==> src/rtl/alu_op_sequencer_if.sv <==
// alu_op_sequencer_if: request handshake, ALU drive/result and capture bus of the sequencer
interface alu_op_sequencer_if #(parameter int DATA_W = 32);
  logic              op_valid;
  logic              op_ready;
  logic [4:0]        opcode;
  logic [DATA_W-1:0] op_a;
  logic [DATA_W-1:0] op_b;
  logic [DATA_W-1:0] alu_a;
  logic [DATA_W-1:0] alu_b;
  logic [13:0]       alu_ctl;
  logic [DATA_W-1:0] alu_chigh;
  logic [DATA_W-1:0] alu_clow;
  logic [DATA_W-1:0] z_hi;
  logic [DATA_W-1:0] z_lo;
  logic [DATA_W-1:0] hi_reg;
  logic [DATA_W-1:0] lo_reg;
  logic              done;
  logic              illegal;
  modport master (
    output op_valid, opcode, op_a, op_b, alu_chigh, alu_clow,
    input  op_ready, alu_a, alu_b, alu_ctl, z_hi, z_lo, hi_reg, lo_reg, done, illegal
  );
  modport slave (
    input  op_valid, opcode, op_a, op_b, alu_chigh, alu_clow,
    output op_ready, alu_a, alu_b, alu_ctl, z_hi, z_lo, hi_reg, lo_reg, done, illegal
  );
endinterface

==> src/rtl/alu_op_sequencer.sv <==
// alu_op_sequencer: decodes CPU opcodes into ALU strobes, holds them for a settle time, captures the result
module alu_op_sequencer #(
  parameter int DATA_W        = 32,
  parameter int SETTLE_CYCLES = 1,
  parameter int MULDIV_SETTLE = 4
) (
  input logic               clock,
  input logic               clear,
  alu_op_sequencer_if.slave bus
);
  localparam int MAX_N = SETTLE_CYCLES > MULDIV_SETTLE ? SETTLE_CYCLES : MULDIV_SETTLE;
  localparam int CNT_W = MAX_N > 1 ? $clog2(MAX_N) : 1;
  localparam logic [CNT_W-1:0] LOAD_S = CNT_W'(SETTLE_CYCLES - 1);
  localparam logic [CNT_W-1:0] LOAD_M = CNT_W'(MULDIV_SETTLE - 1);
  typedef enum logic [1:0] {IDLE, DRIVE, CAPTURE} state_t;
  state_t            state, state_n;
  logic [13:0]       dec;
  logic [13:0]       ctl_q;
  logic [CNT_W-1:0]  cnt;
  logic              muldiv_q;
  logic              legal;
  logic              dec_muldiv;
  logic              xfer;
  logic [DATA_W-1:0] a_q, b_q, zh_q, zl_q, hi_q, lo_q;
  logic              done_q, illegal_q;
  // opcode to one-hot strobe decode; unknown codes decode to zero and are rejected
  always_comb begin
    dec = '0;
    case (bus.opcode)
      5'b00011: dec[0]  = 1'b1;
      5'b00100: dec[1]  = 1'b1;
      5'b01111: dec[2]  = 1'b1;
      5'b10000: dec[3]  = 1'b1;
      5'b01010: dec[4]  = 1'b1;
      5'b01011: dec[5]  = 1'b1;
      5'b00101: dec[6]  = 1'b1;
      5'b00110: dec[7]  = 1'b1;
      5'b00111: dec[8]  = 1'b1;
      5'b01000: dec[9]  = 1'b1;
      5'b01001: dec[10] = 1'b1;
      5'b10001: dec[11] = 1'b1;
      5'b10010: dec[12] = 1'b1;
      5'b11111: dec[13] = 1'b1;
      default:  dec     = '0;
    endcase
  end
  assign legal      = |dec;
  assign dec_muldiv = dec[2] | dec[3];
  assign xfer       = bus.op_valid && bus.op_ready;
  assign bus.op_ready = state == IDLE;
  assign bus.alu_ctl  = state == IDLE ? '0 : ctl_q;
  assign bus.alu_a    = a_q;
  assign bus.alu_b    = b_q;
  assign bus.z_hi     = zh_q;
  assign bus.z_lo     = zl_q;
  assign bus.hi_reg   = hi_q;
  assign bus.lo_reg   = lo_q;
  assign bus.done     = done_q;
  assign bus.illegal  = illegal_q;
  // state register; clear forces IDLE so the strobes drop without waiting for a clock
  always_ff @(posedge clock or posedge clear)
    if (clear) state <= IDLE;
    else state <= state_n;
  // next state: legal transfer starts DRIVE, counter expiry moves to CAPTURE, CAPTURE always returns
  always_comb begin
    state_n = state;
    state_n = state == IDLE  ? (xfer && legal ? DRIVE : IDLE) :
              state == DRIVE ? (cnt == '0 ? CAPTURE : DRIVE) : IDLE;
  end
  // operand/strobe latching, settle counter, result capture and the two status pulses
  always_ff @(posedge clock or posedge clear) begin
    if (clear) begin
      a_q       <= '0;
      b_q       <= '0;
      ctl_q     <= '0;
      muldiv_q  <= 1'b0;
      cnt       <= '0;
      zh_q      <= '0;
      zl_q      <= '0;
      hi_q      <= '0;
      lo_q      <= '0;
      done_q    <= 1'b0;
      illegal_q <= 1'b0;
    end else begin
      if (xfer && legal) begin
        a_q      <= bus.op_a;
        b_q      <= bus.op_b;
        ctl_q    <= dec;
        muldiv_q <= dec_muldiv;
        cnt      <= dec_muldiv ? LOAD_M : LOAD_S;
      end else if (state == DRIVE && cnt != '0) begin
        cnt <= cnt - 1'b1;
      end
      if (state == CAPTURE) begin
        zh_q <= bus.alu_chigh;
        zl_q <= bus.alu_clow;
        if (muldiv_q) begin
          hi_q <= bus.alu_chigh;
          lo_q <= bus.alu_clow;
        end
      end
      done_q    <= state == CAPTURE;
      illegal_q <= xfer && !legal;
    end
  end
endmodule
==> src/flat_wrapper.sv <==
// flat-port wrapper written by rule: the top's interface ports become plain ports
module alu_op_sequencer_flat 
#(
  parameter int DATA_W        = 32,
  parameter int SETTLE_CYCLES = 1,
  parameter int MULDIV_SETTLE = 4
)
  (clock, clear, bus_op_valid, bus_opcode, bus_op_a, bus_op_b, bus_alu_chigh, bus_alu_clow, bus_op_ready, bus_alu_a, bus_alu_b, bus_alu_ctl, bus_z_hi, bus_z_lo, bus_hi_reg, bus_lo_reg, bus_done, bus_illegal);
  alu_op_sequencer_if #(.DATA_W(DATA_W)) bus_i ();
  input logic clock;
  input logic clear;
  input wire logic [$bits(bus_i.op_valid)-1:0] bus_op_valid;
  input wire logic [$bits(bus_i.opcode)-1:0] bus_opcode;
  input wire logic [$bits(bus_i.op_a)-1:0] bus_op_a;
  input wire logic [$bits(bus_i.op_b)-1:0] bus_op_b;
  input wire logic [$bits(bus_i.alu_chigh)-1:0] bus_alu_chigh;
  input wire logic [$bits(bus_i.alu_clow)-1:0] bus_alu_clow;
  output wire logic [$bits(bus_i.op_ready)-1:0] bus_op_ready;
  output wire logic [$bits(bus_i.alu_a)-1:0] bus_alu_a;
  output wire logic [$bits(bus_i.alu_b)-1:0] bus_alu_b;
  output wire logic [$bits(bus_i.alu_ctl)-1:0] bus_alu_ctl;
  output wire logic [$bits(bus_i.z_hi)-1:0] bus_z_hi;
  output wire logic [$bits(bus_i.z_lo)-1:0] bus_z_lo;
  output wire logic [$bits(bus_i.hi_reg)-1:0] bus_hi_reg;
  output wire logic [$bits(bus_i.lo_reg)-1:0] bus_lo_reg;
  output wire logic [$bits(bus_i.done)-1:0] bus_done;
  output wire logic [$bits(bus_i.illegal)-1:0] bus_illegal;
  assign bus_i.op_valid = bus_op_valid;
  assign bus_i.opcode = bus_opcode;
  assign bus_i.op_a = bus_op_a;
  assign bus_i.op_b = bus_op_b;
  assign bus_i.alu_chigh = bus_alu_chigh;
  assign bus_i.alu_clow = bus_alu_clow;
  assign bus_op_ready = bus_i.op_ready;
  assign bus_alu_a = bus_i.alu_a;
  assign bus_alu_b = bus_i.alu_b;
  assign bus_alu_ctl = bus_i.alu_ctl;
  assign bus_z_hi = bus_i.z_hi;
  assign bus_z_lo = bus_i.z_lo;
  assign bus_hi_reg = bus_i.hi_reg;
  assign bus_lo_reg = bus_i.lo_reg;
  assign bus_done = bus_i.done;
  assign bus_illegal = bus_i.illegal;
  alu_op_sequencer #(.DATA_W(DATA_W), .SETTLE_CYCLES(SETTLE_CYCLES), .MULDIV_SETTLE(MULDIV_SETTLE)) u_core (.clock(clock), .clear(clear), .bus(bus_i));
endmodule
==> config.mk <==
export PLATFORM = sky130hd
export DESIGN_NAME = alu_op_sequencer_flat
export DESIGN_NICKNAME = d
export VERILOG_FILES = /design/src/rtl/alu_op_sequencer_if.sv /design/src/rtl/alu_op_sequencer.sv /design/src/flat_wrapper.sv
export SDC_FILE = /design/constraint.sdc
export NUM_CORES = 1
export LEC_CHECK = 0
export BUFFER_PORTS_ARGS = -buffer_cell sky130_fd_sc_hd__buf_2
export CORE_UTILIZATION = 48
export DETAILED_ROUTE_END_ITERATION = 10
export PLACE_DENSITY_LB_ADDON = 0.25
export SLEW_MARGIN = 20
export SYNTH_ARGS = -nofsm -noshare
export SYNTH_HDL_FRONTEND = slang
export SYNTH_SLANG_ARGS = --single-unit
==> constraint.sdc <==
create_clock -name clock -period 8.7 [get_ports clock]
set_clock_uncertainty 0.05 [all_clocks]
set_input_delay 1.305 -clock clock [delete_from_list [all_inputs] [get_ports clock]]
set_output_delay 1.305 -clock clock [all_outputs]
set_load 0.01 [all_outputs]
; ---- Word level (Yosys, flattened, before mapping)
; Index checks and enable logic that the tools add are counted.
[word_totals]
regBits = 213
word_cells = 63
[op_classes]
add_sub_neg = 1
n_eq_ne = 16
mux = 22
n_bitwise = 1
n_reduce_logical = 11
[op_table]
columns = cell, n
row1 = 5-bit by 4-bit == test with 1-bit output (second input constant), 5
row2 = 5-bit by 3-bit == test with 1-bit output (second input constant), 4
row3 = 5-bit == test (second input constant), 4
row4 = 1-bit two-way mux, 15
row5 = 14-bit two-way mux, 1
row6 = 14-bit OR reduction, 1
row7 = 2-bit two-way mux, 6
row8 = 5-bit by 2-bit == test with 1-bit output (second input constant), 1
row9 = 1-bit logical AND, 4
row10 = 2-bit zero test, 2
row11 = 2-bit nonzero test, 2
row12 = 2-bit by 1-bit == test with 1-bit output (second input constant), 1
row13 = 2-bit == test (second input constant), 1
row14 = 2-bit AND reduction, 1
row15 = 2-bit by 1-bit subtractor with 2-bit output (second input constant), 1
row16 = 1-bit zero test, 1
row17 = 1-bit OR, 1

; ---- Depth between registers and ports, before layout
; Gate-level depths: netlist (run 1).
[logic_depth]
word_depth = 6
mapped_depth = 7
depth_no_buf = 6

; ---- Least setup slack after synthesis (run 1)
; No wires, ideal clock.
[synth_timing]
path_type = input -> register
from = input port bus_opcode[2]
to = register u_core.b_q[11], in the netlist u_core.bus.alu_b[11]
setup_time_ns = 0.125
arrival_time_ns = 2.713
path_slack_ns = 5.812
cell_stages = 7
n_path_buf = 3
path_cell_list = buf_2 -> or3b_4 -> o22ai_2 -> o21ai_2 -> buf_6 -> buf_6 -> mux2_4
[synth_between]
elab_chain_len = 4
word_cells_on_any_way = 30
[synth_rtl]
columns = element, line_no
row1 = start: declaration, flat_wrapper.sv:13  ; input wire logic [$bits(bus_i.opcode)-1:0] bus_opcode;
row2 = 5-bit by 2-bit == test with 1-bit output (tied with other cells), alu_op_sequencer.sv:29  ; case (bus.opcode)
row3 = 1-bit two-way mux, alu_op_sequencer.sv:29
row4 = 14-bit OR reduction *, alu_op_sequencer.sv:47  ; assign legal = |dec;
row5 = 1-bit logical AND *, alu_op_sequencer.sv:85  ; if (xfer && legal) begin
row6 = end signal: assignment, alu_op_sequencer.sv:87  ; b_q <= bus.op_b;
row7 = end: declaration, alu_op_sequencer.sv:24  ; logic [DATA_W-1:0] a_q, b_q, zh_q, zl_q, hi_q, lo_q;
; Mark *: on every way between the ends. The rest lies on a longest branch, timed or not.
; A chain may end at the register's enable or synchronous reset.

; ---- Final worst setup path (run 1)
[layout_timing]
from = register u_core.state[0]
to = output port bus_alu_ctl[3]
[layout_between]
elab_chain_len = 2
[layout_rtl]
columns = element, line_no
row1 = start: declaration, alu_op_sequencer.sv:16  ; state_t state, state_n;
row2 = start signal: assignment, alu_op_sequencer.sv:63  ; else state <= state_n;
row3 = 2-bit zero test, alu_op_sequencer.sv:51  ; assign bus.alu_ctl = state == IDLE ? '0 : ctl_q;
row4 = 14-bit two-way mux, alu_op_sequencer.sv:51
row5 = end: declaration, flat_wrapper.sv:21  ; output wire logic [$bits(bus_i.alu_ctl)-1:0] bus_alu_ctl;
; Every way passes these cells.

==> metrics.cfg, run 1 <==
[outcome]
status = completed

[cells_and_area]
layout-drive-gt1-share_pct = 65.5
diodes = 0
synthToLayoutAreaGrowth_pct = 32.2
fin_util_pct = 65.2
final_common_cell = buf_2
nets = 1012
postLayoutCellArea_sq_um = 10900
layout_common_cells = buf_2 (344), dfrtp_1 (213), mux2_2 (186)

[route]
wl_per_cell_microns = 17.8
via_per_inst = 5.09
firstDrtPassIters = 4
drc = 0
drt-initial-drc-count = 205
vias = 5655
postRouteAntennaNets = 0
wirelength_mm = 19.8

[yosys]
postSynth.asyncResetShare_pct = 100
synthDistinctLibCells = 36
synth-seq-area-share_pct = 64.7
syn_inst = 529
synth_edf_count = 0
synth_top_area_share_pct = 64.7
synthesis.area_sq_um = 8240
synth.avg_cell_area_sq_um = 15.6
synth_top_cell_by_area = dfrtp_1
ys_ff_latch = 213
yosysWarnings = 0
synthFlopType = dfrtp_1
ys_top_cells_by_area = dfrtp_1 (65%), mux2_2 (25%), nor2b_1 (1.1%), mux2_4 (1.1%), a21o_1 (1.0%)
synth_fp_nets = 666

[worst_setup_path]
critical_path_class = reg -> out
path_cells = nor2_1 -> nor2b_1 -> buf_2
crit_path_start = u_core.state[0]
regToRegSetupSlack_ns = 6.52
setup.worst_path.end = bus_alu_ctl[3]
cp_slowest_cell = nor2_1
worst_path_largest_cell_delay_ns = 0.80
crit_path_max_fanout = 15
end_kind = primary output
r2r-start = u_core.state[0]
start_kind = flip-flop
rr_worst_depth = 4
crit_arrival_ns = 2.12
r2r-end = u_core.bus.alu_a[6]
critPathRequiredTime_ns = 7.34

[grt]
grtUsageTotal_pct = 22.5
grt_pass1_vias = 5912
grt_overflow_total = 0
grt_max_degree = 134
grt_pass1_wl_mm = 31.2
antenna_found_initial = 0

[job]
drv_cap = 0

[floorplan]
initial_core_util_pct = 49.3
die-height_microns = 133
pin_count = 345
coreArea_sq_um = 16700
die_area_sq_um = 17700
rows = 47
die_w_microns = 133

[timing]
tightest_slew_ns = 1.02
max_freq_mhz = 288
setup_viol = 0
maxSlewViolCount = 0
rsz0062_at_grt = no
fin_crit_sh_pct = 40.0
finalCriticalPeriod_ns = 3.48
hold_viol_final = 0
slew_headroom_pct = 31.9
tns_ns = 0

[pwr]
p_leak_uw = 0.00545
fin_total_pwr_uw = 4160
power_density_nw_per_um2 = 382
irDropWorstVdd_v = 0.000245

[placed_design]
portBuffers = 344
postPlaceCellArea_sq_um = 10200
dpl.hpwl_mm = 14.5
gp_congestion = 0.900

[clock_tree]
postCtsSetupBuffers = 0
clkSinkCount = 213
numCtsBuffers = 23
worstSkewPairLatency_ns = 0.50
cts_tree = yes
htreeDepth = 1
clkTransAtPathRegs_ns = 0.06
cts_resized = 0
clock_tree.root_cell = clkbuf_16
clockBufferDepth = 3
holdBufCountCts = 0

[hold_path]
worstHoldPathType = reg -> reg
whs_path_depth = 1

## layer usage
metal	wire [microns]	GRT usage (%)
met3	1630	6.05
met5	0	0
met1	7540	26.6
met4	522	7.66
met2	10100	39.4
## report_power, final
group,internal [uW],switching [uW],leakage [uW]
Sequential,1480,245,0.00256
Clock,554,374,0.000360
Combinational,781,735,0.00254
## synth_stat cells, types with 2 or more instances
master,n
nor2b_1,15
buf_6,2
nand2b_1,3
a21oi_1,8
clkbuf_1,13
xnor2_1,3
inv_1,7
mux2_2,186
buf_2,11
o31ai_1,2
or3_1,2
nor3_1,11
nor2_1,5
a21o_1,11
mux2_4,6
nor3b_1,2
o211ai_1,2
nand2_1,5
dfrtp_1,213
o21ai_0,6
## cells by family (layout without fill, tap and decap cells)
| logic type | count (synthesis) | after routing | synth area share (%) |
|---|---|---|---|
| buffers and inverters | 34 | 396 | 1.90 |
| and+or+nand+nor | 49 | 49 | 3.36 |
| muxes | 192 | 192 | 26.5 |
| AOI/OAI and AO/OA | 37 | 37 | 3.08 |
| DFF | 213 | 213 | 64.7 |
| xor gates and xnor gates | 3 | 3 | 0.319 |
| adders and majority gates | 1 | 1 | 0.152 |
## worst min-delay path by stage
stage | start | endpoint | slack (ns)
2_1_floorplan | u_core.ctl_q[1] | u_core.ctl_q[1] | 0.39
3_3_place_gp | u_core.ctl_q[10] | u_core.ctl_q[10] | 0.40
3_5_place_dp | u_core.ctl_q[10] | u_core.ctl_q[10] | 0.41
4_1_cts | u_core.ctl_q[10] | u_core.ctl_q[10] | 0.42
5_1_grt | u_core.ctl_q[9] | u_core.ctl_q[9] | 0.44
6_report | u_core.ctl_q[10] | u_core.ctl_q[10] | 0.42
## final cells by class
type                       count  area, sq um
fill                        1245         5800
sequential                   213         5330
multi-input combinational    282         2770
timing repair buffer         348         1760
clock buffer                  33          653
tap                          220          275
clock inverter                 8         77.6
inverter                       7         33.8
## worst max-delay path, delay by kind of cell (launching register included)
kind / cells / cell delay [ns]
flops: 1 / 0.44
simple gates: 2 / 0.98
buf+inv: 1 / 0.20
## through the flow
step / hold WS [ns] / setup WS [ns] / std cells
2_1_floorplan: 0.392 / 1.52 / 529
5_1_grt: 0.441 / 5.11 / 1111
4_1_cts: 0.422 / 5.25 / 1111
3_5_place_dp: 0.408 / 5.33 / 1070
3_3_place_gp: 0.405 / 5.41 / 1070
6_report: 0.419 / 5.22 / 1111
(Power assumes the default switching activity.)
==> inputs of run 2 (changes only) <==
--- a/config.mk
+++ b/config.mk
@@ -5,6 +5,7 @@
 export SDC_FILE = /design/constraint.sdc
 export NUM_CORES = 1
 export LEC_CHECK = 0
+export ABC_AREA = 1
 export BUFFER_PORTS_ARGS = -buffer_cell sky130_fd_sc_hd__buf_2
 export CORE_UTILIZATION = 48
 export DETAILED_ROUTE_END_ITERATION = 10
==> constraint.sdc (replaced) <==
create_clock -name clock -period 3.6 [get_ports clock]
set_clock_uncertainty 0.05 [all_clocks]
set_input_delay 0.54 -clock clock [delete_from_list [all_inputs] [get_ports clock]]
set_output_delay 0.54 -clock clock [all_outputs]
set_load 0.01 [all_outputs]
==> metrics.cfg, run 2 <==
[outcome]
status = completed

[pwr]
p_leak_uw = 0.00620
power_density_nw_per_um2 = 871
irDropWorstVdd_v = 0.000510

[route]
via_per_inst = 4.69
top_layer = met4
wl_per_cell_microns = 13.9
wl_met2_mm = 9.90
firstDrtPassIters = 5
postRouteAntennaNets = 0
drc = 0
drt-initial-drc-count = 280
routed-wl-met3_mm = 1.43
wirelength_mm = 20.4
vias = 6848
wl_met1_mm = 8.42

[yosys]
ys_top_cells_by_area = dfrtp_1 (64%), nand2_1 (15%), o21ai_0 (8.5%), inv_1 (4.2%), nand2_2 (2.2%)
synth-seq-area-share_pct = 64.1
syn_inst = 895
synth_top_cell_by_area = dfrtp_1
synthesis.area_sq_um = 8320
synth_top_area_share_pct = 64.1
ys_ff_latch = 213
synthDistinctLibCells = 22
postSynth.asyncResetShare_pct = 100
synth_fp_nets = 1032
synth_common_cells = nand2_1 (322), dfrtp_1 (213), o21ai_0 (142)
synthFlopType = dfrtp_1
synth_most_common_cell = nand2_1
synth.avg_cell_area_sq_um = 9.30
yosysWarnings = 0
synth_edf_count = 0

[clock_tree]
cts_tree = yes
htreeDepth = 1
clkSinkCount = 213
clkTransAtPathRegs_ns = 0.06
postCtsSetupBuffers = 0
holdBufCountCts = 0
worstSkewPairLatency_ns = 0.50
cts_resized = 0
clock_tree.root_cell = clkbuf_16
numCtsBuffers = 22
clockBufferDepth = 3

[timing]
rsz0062_at_grt = no
worst_slack_ns = 1.36
tightest_slew_ns = 0.845
tns_ns = 0
maxSlewViolCount = 0
setup_viol = 0
slew_headroom_pct = 43.5
hold_viol_final = 0
finalCriticalPeriod_ns = 2.24
max_freq_mhz = 446
fin_crit_sh_pct = 62.3

[floorplan]
rows = 47
die_area_sq_um = 17900
pin_count = 345
die-height_microns = 134
coreArea_sq_um = 16800
initial_core_util_pct = 49.6
die_w_microns = 134

[cells_and_area]
diodes = 0
multiInputGateArea_sq_um = 2350
regArea_sq_um = 5330
layout-drive-gt1-share_pct = 34.6
postLayoutCellArea_sq_um = 10900
fill_cells = 1376
final_common_cell = buf_2
nets = 1363
fin_util_pct = 65.2
synthToLayoutAreaGrowth_pct = 31.3
final_cells = 1461
layout_common_cells = buf_2 (344), nand2_1 (321), dfrtp_1 (213)

[worst_setup_path]
crit_arrival_ns = 2.55
start_kind = flip-flop
end_kind = flip-flop
critPathRequiredTime_ns = 3.91
crit_path_max_fanout = 73
critical_path_class = reg -> reg
worst_path_largest_cell_delay_ns = 0.41
cp_slowest_cell = dfrtp_1
path_cells = nor2_2 -> buf_4 -> inv_1 -> nor2_1 -> nand2_4 -> inv_2 -> buf_12 -> o21ai_0

[grt]
grt_pass1_wl_mm = 32.4
antenna_found_initial = 0
grt_overflow_total = 0
grtUsageTotal_pct = 22.7
grt_max_degree = 129
grt_pass1_vias = 6450

[hold_path]
worstHoldPathType = in -> async

[placed_design]
gp_congestion = 0.858
postPlaceCellArea_sq_um = 10200
dp_slack_ns = 1.15
dp_cells = 1422
portBuffers = 344
dpl.hpwl_mm = 14.0

[job]
drv_cap = 0

[run 2: cell count changes in the layout (fill, tap and decap cells not counted), moves of 5 or more]
cell / previous run / this run
nor2b_1: 14 / 0
nor2_1: 5 / 21
inv_1: 6 / 92
mux2_2: 186 / 0
o21ai_0: 6 / 142
a21o_1: 11 / 0
nand2_1: 4 / 321
buf_12: 0 / 5
nand2_2: 1 / 29
a21oi_1: 8 / 0
nand3_1: 1 / 7
mux2_4: 6 / 0
nor3_1: 11 / 5
[run 2: cells by family (layout without fill, tap and decap cells)]
kind of cell             count (synthesis)  after routing  synth area share (%)
AO/OA/AOI/OAI                          142            142                  8.54
XOR/XNOR                                 1              1                 0.105
adder cells (fa/ha/maj)                  1              1                 0.150
buffers and inverters                  143            489                  7.83
flip-flops                             213            213                  64.1
AND/OR/NAND/NOR                        395            395                  19.3
[run 2: cell type report]
cell class,count,share of cell area (%)
inverters,96,3.34
clock buffers,29,5.74
multi-input cells,539,21.5
clock inverters,10,1.06
flip-flops and latches,213,48.8
repair buffers,354,17.0
well taps,220,2.52
[run 2: layer usage]
metal / track usage [%] / vias up
met3: 5.06 / 48
met5: 0 / -
met4: 8.46 / 0
met2: 38.0 / 256
met1: 28.8 / 3144
li1: - / 3400
[run 2: stage by stage]
stage	hold slack, ns	total power (uW)
global route	0.179	10200
CTS	0.159	9610
finish	0.146	9520
floorplan	0.392	5750
global placement	0.407	7160
detailed placement	0.409	7260
[run 2: report_power, final]
part	internal (uW)	leakage, uW	total (uW)	switching (uW)
Combinational	1290	0.00336	3190	1890
Sequential	3470	0.00247	4020	549
Clock	1370	0.000364	2310	941
[run 2: worst paths after layout]
kind | start | slack, ns | endpoint | depth (start not counted)
max in group asynchronous | clear | 2.43 | u_core.bus.hi_reg[20] | 4
worst min-delay path | clear | 0.15 | u_core.bus.lo_reg[28] | 2
min in group clock | bus_op_b[15] | 0.18 | u_core.bus.alu_b[15] | 3
worst max register to register | u_core.state[1] | 1.36 | u_core.ctl_q[5] | 8
worst min register to register | u_core.bus.alu_b[31] | 0.42 | u_core.bus.alu_b[31] | 2
worst max-delay path | u_core.state[1] | 1.36 | u_core.ctl_q[5] | 8
[run 2: worst max-delay path, delay by kind of cell (launching register included)]
kind / cells / cell delay, ns
buffers and inverters: 4 / 0.78
flip-flops: 1 / 0.41
AO/OA/AOI/OAI: 1 / 0.14
AND/OR/NAND/NOR: 3 / 0.70
